==> src/rtl/fetch_decode_queue.sv <==
// fetch_decode_queue: circular instruction buffer between fetch and decode.
// Holds {instruction, pc, pc_plus4} entries in FIFO order. A taken branch
// flushes every wrong-path entry in one cycle.
//
// Handshake: a transfer happens on a rising edge only when valid and ready
// are both high in that cycle. The producer holds its payload stable while
// valid=1 and ready=0. in_ready depends only on occupancy, never on
// out_ready, so there is no combinational path from decode back to fetch.

`ifndef INSTR_LEN
`define INSTR_LEN 32
`endif
`ifndef WORD
`define WORD 64
`endif

module fetch_decode_queue #(
  parameter int DEPTH = 4,
  parameter int PTR_W = $clog2(DEPTH),
  parameter int CNT_W = $clog2(DEPTH + 1)
) (
  input  logic                  clk,
  input  logic                  reset,
  input  logic                  flush,
  input  logic                  in_valid,
  output logic                  in_ready,
  input  logic [`INSTR_LEN-1:0] in_instruction,
  input  logic [`WORD-1:0]      in_pc,
  input  logic [`WORD-1:0]      in_pc_plus4,
  output logic                  out_valid,
  input  logic                  out_ready,
  output logic [`INSTR_LEN-1:0] out_instruction,
  output logic [`WORD-1:0]      out_pc,
  output logic [`WORD-1:0]      out_pc_plus4,
  output logic [CNT_W-1:0]      count
);

  localparam logic [CNT_W-1:0] FULL_CNT = CNT_W'(DEPTH);

  logic [PTR_W-1:0]      wr_ptr_q, wr_ptr_d;
  logic [PTR_W-1:0]      rd_ptr_q, rd_ptr_d;
  logic [CNT_W-1:0]      count_q, count_d;

  logic [`INSTR_LEN-1:0] instr_q [DEPTH];
  logic [`INSTR_LEN-1:0] instr_d [DEPTH];
  logic [`WORD-1:0]      pc_q    [DEPTH];
  logic [`WORD-1:0]      pc_d    [DEPTH];
  logic [`WORD-1:0]      pc4_q   [DEPTH];
  logic [`WORD-1:0]      pc4_d   [DEPTH];

  logic push;
  logic pop;

  // Handshake qualifiers derived purely from occupancy.
  always_comb begin
    in_ready  = (count_q != FULL_CNT);
    out_valid = (count_q != '0);
    push      = in_valid & in_ready;
    pop       = out_valid & out_ready;
  end

  // Pointer and occupancy next-state; flush wins over push and pop.
  always_comb begin
    wr_ptr_d = wr_ptr_q;
    rd_ptr_d = rd_ptr_q;
    count_d  = count_q;
    if (flush) begin
      wr_ptr_d = '0;
      rd_ptr_d = '0;
      count_d  = '0;
    end else begin
      // Power-of-two depth lets the pointers wrap naturally.
      if (push) wr_ptr_d = wr_ptr_q + 1'b1;
      if (pop)  rd_ptr_d = rd_ptr_q + 1'b1;
      case ({push, pop})
        2'b10:   count_d = count_q + 1'b1;
        2'b01:   count_d = count_q - 1'b1;
        default: count_d = count_q;
      endcase
    end
  end

  // Storage next-state: write the incoming entry at the tail unless flushed.
  always_comb begin
    instr_d = instr_q;
    pc_d    = pc_q;
    pc4_d   = pc4_q;
    if (push && !flush) begin
      instr_d[wr_ptr_q] = in_instruction;
      pc_d[wr_ptr_q]    = in_pc;
      pc4_d[wr_ptr_q]   = in_pc_plus4;
    end
  end

  // Control state with asynchronous clear; dropping entries is immediate.
  always_ff @(posedge clk or negedge reset) begin
    if (!reset) begin
      wr_ptr_q <= '0;
      rd_ptr_q <= '0;
      count_q  <= '0;
    end else begin
      wr_ptr_q <= wr_ptr_d;
      rd_ptr_q <= rd_ptr_d;
      count_q  <= count_d;
    end
  end

  // Payload storage carries no reset; outputs are gated while empty.
  always_ff @(posedge clk) begin
    instr_q <= instr_d;
    pc_q    <= pc_d;
    pc4_q   <= pc4_d;
  end

  // Head entry presented to decode, forced to zero when nothing is queued.
  always_comb begin
    out_instruction = '0;
    out_pc          = '0;
    out_pc_plus4    = '0;
    if (out_valid) begin
      out_instruction = instr_q[rd_ptr_q];
      out_pc          = pc_q[rd_ptr_q];
      out_pc_plus4    = pc4_q[rd_ptr_q];
    end
  end

  assign count = count_q;

endmodule

==> config.mk <==
export PLATFORM = sky130hd
export DESIGN_NAME = fetch_decode_queue
export DESIGN_NICKNAME = d
export VERILOG_FILES = /design/src/rtl/fetch_decode_queue.sv
export SDC_FILE = /design/constraint.sdc
export NUM_CORES = 1
export LEC_CHECK = 0
export CORE_UTILIZATION = 57
export CTS_BUF_LIST = sky130_fd_sc_hd__clkbuf_4 sky130_fd_sc_hd__clkbuf_8
export DETAILED_ROUTE_END_ITERATION = 8
export PLACE_DENSITY = 0.88
export SLEW_MARGIN = 20
export SYNTH_ARGS = -nofsm -noshare
export SYNTH_HDL_FRONTEND = slang
export SYNTH_SLANG_ARGS = --single-unit
==> constraint.sdc <==
create_clock -name clk -period 6.4 [get_ports clk]
set_input_delay 1.92 -clock clk [delete_from_list [all_inputs] [get_ports clk]]
set_output_delay 1.92 -clock clk [all_outputs]
set_load 0.005 [all_outputs]
======== Word level (Yosys, flattened, before mapping) ========
Cells that the tools add are included.
storage, ports and cells
  register bits after elaboration ......... 647
  output and inout bits ................... 165
  logic and storage cells ................. 61
operators by class
  add/subtract/negate cells ............... 4
  order comparisons ....................... 3
  eq/ne operators ......................... 3
  mux-type cells .......................... 25
  bitwise operators ....................... 4
  reductions and logical operators ........ 7
operator list
  kind                                                                   count
  256-bit bitwise mux                                                    2
  64-bit 2-to-1 mux                                                      7
  64-bit binary-select mux with 2-bit select                             2
  128-bit bitwise mux                                                    1
  64-bit demux with 2-bit select                                         1
  32-bit 2-to-1 mux                                                      4
  32-bit binary-select mux with 2-bit select                             1
  32-bit demux with 2-bit select                                         1
  2-bit 2-to-1 mux                                                       4
  3-bit greater-or-equal comparator (second input constant)              2
  2-bit inverter with 3-bit output                                       2
  3-bit one-hot mux with 2 select lines                                  1
  3-bit nonzero test                                                     2
  2-bit by 1-bit adder with 2-bit output (second input constant)         2
  2-bit nonzero test                                                     2
  3-bit by 1-bit adder with 3-bit output (second input constant)         1
  3-bit by 1-bit < comparator with 1-bit output (second input constant)  1
  3-bit 2-to-1 mux                                                       1
  3-bit != test (second input constant)                                  1
  3-bit by 1-bit subtractor with 3-bit output (second input constant)    1
  1-bit AND                                                              2
  2-bit by 1-bit == test with 1-bit output (second input constant)       1
  2-bit == test (second input constant)                                  1
  1-bit logical AND                                                      2
  1-bit zero test                                                        1

======== Depth between registers and ports, before layout ========
  depth in word-level cells ............... 6
  mapped depth ............................ 7
  gate-level depth less buffers ........... 6

======== Least setup slack after synthesis ========
Ideal clock, no wire load.
  kind .................................... input to register
  start point ............................. input in_valid
  end point ............................... register instr_q[0] (netlist name) (enable)
  setup time .............................. 0.540 ns
  arrival time ............................ 6.173 ns
  data required time ...................... 5.860 ns
  slack ................................... -0.313 ns
  stages .................................. 4
  buffers on the path ..................... 1
  cell sequence ........................... clkbuf_1 -> nand2_1 -> nor2_1 -> and2_1
on the way
  longest elaborated chain between the ends .. 2
ends and longest elaborated chain
  what                  RTL line  source
  start, declared       25        input logic in_valid,
  1-bit AND             58        push = in_valid & in_ready;
  1-bit logical AND     88        if (push && !flush) begin
  end signal, assigned  110       instr_q <= instr_d;
  end, declared         44        logic [`INSTR_LEN-1:0] instr_q [DEPTH];
No other way between the ends.
A chain may end at the register's enable or synchronous reset.

======== Worst setup path after layout ========
  start point ............................. register count_q[0] (netlist: count[0])
  end point ............................... output out_pc_plus4[50]
on the way
  longest elaborated chain between the ends .. 2
ends and longest elaborated chain
  what                    RTL line  source
  start, declared         42        logic [CNT_W-1:0] count_q, count_d;
  start signal, assigned  104       count_q <= count_d;
  3-bit nonzero test      57        out_valid = (count_q != '0);
  64-bit 2-to-1 mux       120       if (out_valid) begin
  end, declared           34        output logic [`WORD-1:0] out_pc_plus4,
No other way between the ends.

==> results.sh <==
export IMPL_run_status="complete, no violations"
export IMPL_worstHoldStart="wr_ptr_q[1]$_DFFE_PN0P_"
export IMPL_worstSkewPairLatency_ns=0.67
export IMPL_multiInputGateArea_um2=4950
export IMPL_r2r_path_end="pc4_q[142]$_DFFE_PP_"
export IMPL_worst_setup_path_start_kind="flop"
export IMPL_final_min_clock_period_ns=5.40
export IMPL_clock_tree_root_cell="clkbuf_8"
export IMPL_synth_cell_type_count=28
export IMPL_holdPathEnd="wr_ptr_q[1]$_DFFE_PN0P_"
export IMPL_rr_worst_depth=5
export IMPL_mostFrequentLayoutCells="edfxtp_1 (640), clkdlybuf4s50_1 (329), mux4_2 (160), and2_1 (160), clkbuf_8 (100)"
export IMPL_top_post_synthesis_cells_by_area="edfxtp_1 (78%), mux4_2 (15%), and2_1 (4.2%), dfrtp_1 (0.71%), buf_6 (0.46%)"
export IMPL_finalHoldViolCount=0
export IMPL_yosys_warning_count=0
export IMPL_synth_fp_nets=1247
export IMPL_tightest_slew_ns=1.03
export IMPL_clock_path_buffers=3
export IMPL_grt_setup_unrepaired="no"
export IMPL_drt_vias_per_instance=5.64
export IMPL_power_density_nw_per_um2=321
export IMPL_initial_utilization_pct=58.2
export IMPL_fmaxAchievable_ghz=0.185
export IMPL_syn_to_final_growth_pct=24.0
export IMPL_die_width_um=210
export IMPL_final_util_pct=72.2
export IMPL_worst_setup_hold_path_clk_slew_ns=0.06
export IMPL_r2r_slack_ns=3.66
export IMPL_final_common_cell="edfxtp_1"
export IMPL_worst_slew_margin_pct=31.4
export IMPL_crit_type="flop to primary output"
export IMPL_crit_required_ns=4.48
export IMPL_cts_setup_buffers=0
export IMPL_number_of_global_route_vias_before_repair=12684
export IMPL_syn_instance_count=1077
export IMPL_postPlaceCellArea_um2=28700
export IMPL_startpoint_of_the_worst_slack_reg_to_reg_timing_path="count[0]$_DFFE_PN0P_"
export IMPL_drt_iter0_drc=1011
export IMPL_die_y_um=210
export IMPL_grt_ovfl_total=0
export IMPL_finish_instance_area_um2=30600
export IMPL_tritoncts="built"
export IMPL_routabilityCongestion=0.772
export IMPL_worst_path_max_fanout=95
export IMPL_ys_ff_latch=647
export IMPL_drc=0
export IMPL_cts_buffers=98
export IMPL_grt_pass1_wl_um=74500
export IMPL_cts_htree_levels=3
export IMPL_critical_path_at_ns=3.48
export IMPL_portBuffers=329
export IMPL_period_share_pct=84.4
export IMPL_wire_per_inst_um=23.3
export IMPL_final_layout_size_suffix_gt1_share_pct=22.1
export IMPL_totalWireLength_um=49600
export IMPL_grt_usage_pct=23.0
export IMPL_route_vias_total=12031
export IMPL_clock_sinks=647
export IMPL_cts_repair_resize_count=0
export IMPL_number_of_optimization_iterations_in_the_first_detailed_route_pass=5
export IMPL_final_antenna_net_count=0
export IMPL_critical_path_endpoint_type="primary output"
export IMPL_yosys_area_top_type_share_pct=78.0
export IMPL_syn_cell_area_um2=24600
export IMPL_share_of_synthesized_area_occupied_by_flip_flops_and_latches_pct=78.7
export IMPL_fill_cells=2346
export IMPL_synth_largest_area_cell="edfxtp_1"
export IMPL_antenna_violations_before_repair=8
export IMPL_design_final_nets=1642
export IMPL_rows=75
export IMPL_peak_vdd_ir_v=0.000230
export IMPL_setup_viol=0
export IMPL_die_area_um2=44100
export IMPL_fp_coreArea_um2=42300
export IMPL_ff_latch_area_um2=19400
export IMPL_hold_path_class="flop to flop"
export IMPL_timing_setup_tns_ns=0
export IMPL_floorplan_io_pins=330
export IMPL_hold_path_depth=2
export IMPL_maxCapViolations=0
export IMPL_finalNonFillerCells=2132
export IMPL_syn_mean_instance_area_um2=22.9
export IMPL_grt_start_max_net_pins=106
export IMPL_leakage_nw=9.68
export IMPL_dpl_cell_count=1949
export IMPL_place_detailed_hpwl_um=29900
export IMPL_cts_hold_fix_buffers=0
export IMPL_clock_skew_final_ns=0.0228
export IMPL_finalMaxSlewViolations=0
power breakdown:
group          switching (mW)  internal [mW]  total (mW)
Clock                    1.51           1.72        3.23
Sequential             0.0791           4.82        4.90
Combinational           0.691          0.989        1.68
sequential cells by signal (all words and copies together) (netlist names):
signal / cells
pc4_q: 256
pc_q: 256
instr_q: 128
count: 3
rd_ptr_q: 2
wr_ptr_q: 2
layer usage:
metal,GRT usage (%),wire (um),up-vias
li1,-,-,5225
met1,29.5,18600,6173
met2,37.0,25200,538
met4,7.35,1090,8
met5,0,62,-
met3,8.33,4630,87
how the worst max path moves through the flow:
stage                             from              endpoint  slack (ns)
6_report          count[0]$_DFFE_PN0P_      out_pc_plus4[50]         1.0
3_3_place_gp   rd_ptr_q[0]$_DFFE_PN0P_      out_pc_plus4[51]        1.82
4_1_cts           count[0]$_DFFE_PN0P_      out_pc_plus4[50]        0.91
2_1_floorplan                 in_valid  instr_q[0]$_DFFE_PP_        1.49
3_5_place_dp      count[0]$_DFFE_PN0P_      out_pc_plus4[50]        1.68
5_1_grt           count[0]$_DFFE_PN0P_      out_pc_plus4[52]        0.67
synthesized netlist by cell type:
library cell	n
a211oi_1	1
a21oi_1	2
a31oi_1	1
a41oi_1	1
and2_1	164
and3_1	1
buf_2	19
buf_6	10
clkbuf_1	28
dfrtp_1	7
edfxtp_1	640
fa_1	1
ha_1	4
inv_1	2
mux4_2	160
nand2_1	6
nand2b_1	1
nand3_1	5
nor2_1	9
nor2b_1	1
nor3_1	1
o21ai_0	3
o21bai_1	1
o221ai_1	1
or3_1	2
or3b_2	2
xnor2_1	2
xor2_1	2
critical path: stages, from the launching register on:
cell and delay (ns):
dfrtp_1 0.52, or3_4 0.79, buf_4 0.60, and2_1 0.22, clkdlybuf4s50_1 0.53
area by class of cell:
class | instances | area share [%]
flip-flops and latches | 647 | 63.5
multi-input cells | 371 | 16.2
repair buffers | 352 | 11.7
clock buffers | 132 | 5.29
well taps | 577 | 2.36
clock inverters | 46 | 0.880
diodes | 5 | 0.0409
inverters | 2 | 0.0246
cells by family (layout without fill, tap and decap cells):
logic type | count (synthesis) | count (layout) | synth area share, %
simple gates | 192 | 192 | 4.71
flops | 647 | 647 | 78.7
buf+inv | 59 | 532 | 1.30
fa+ha+maj | 5 | 5 | 0.284
other cells | 0 | 5 | 0
xor+xnor | 4 | 4 | 0.142
compound gates | 10 | 10 | 0.259
mux | 160 | 160 | 14.6
metrics by stage:
step,hold WS [ns],worst slack [ns],power (mW)
finish,0.596,0.997,9.81
global route,0.620,0.672,10.2
CTS,0.600,0.909,9.92
detailed placement,0.591,1.68,6.69
global placement,0.560,1.82,6.64
floorplan,0.543,1.49,5.82
Note: power is estimated with default switching activity, not from simulation.
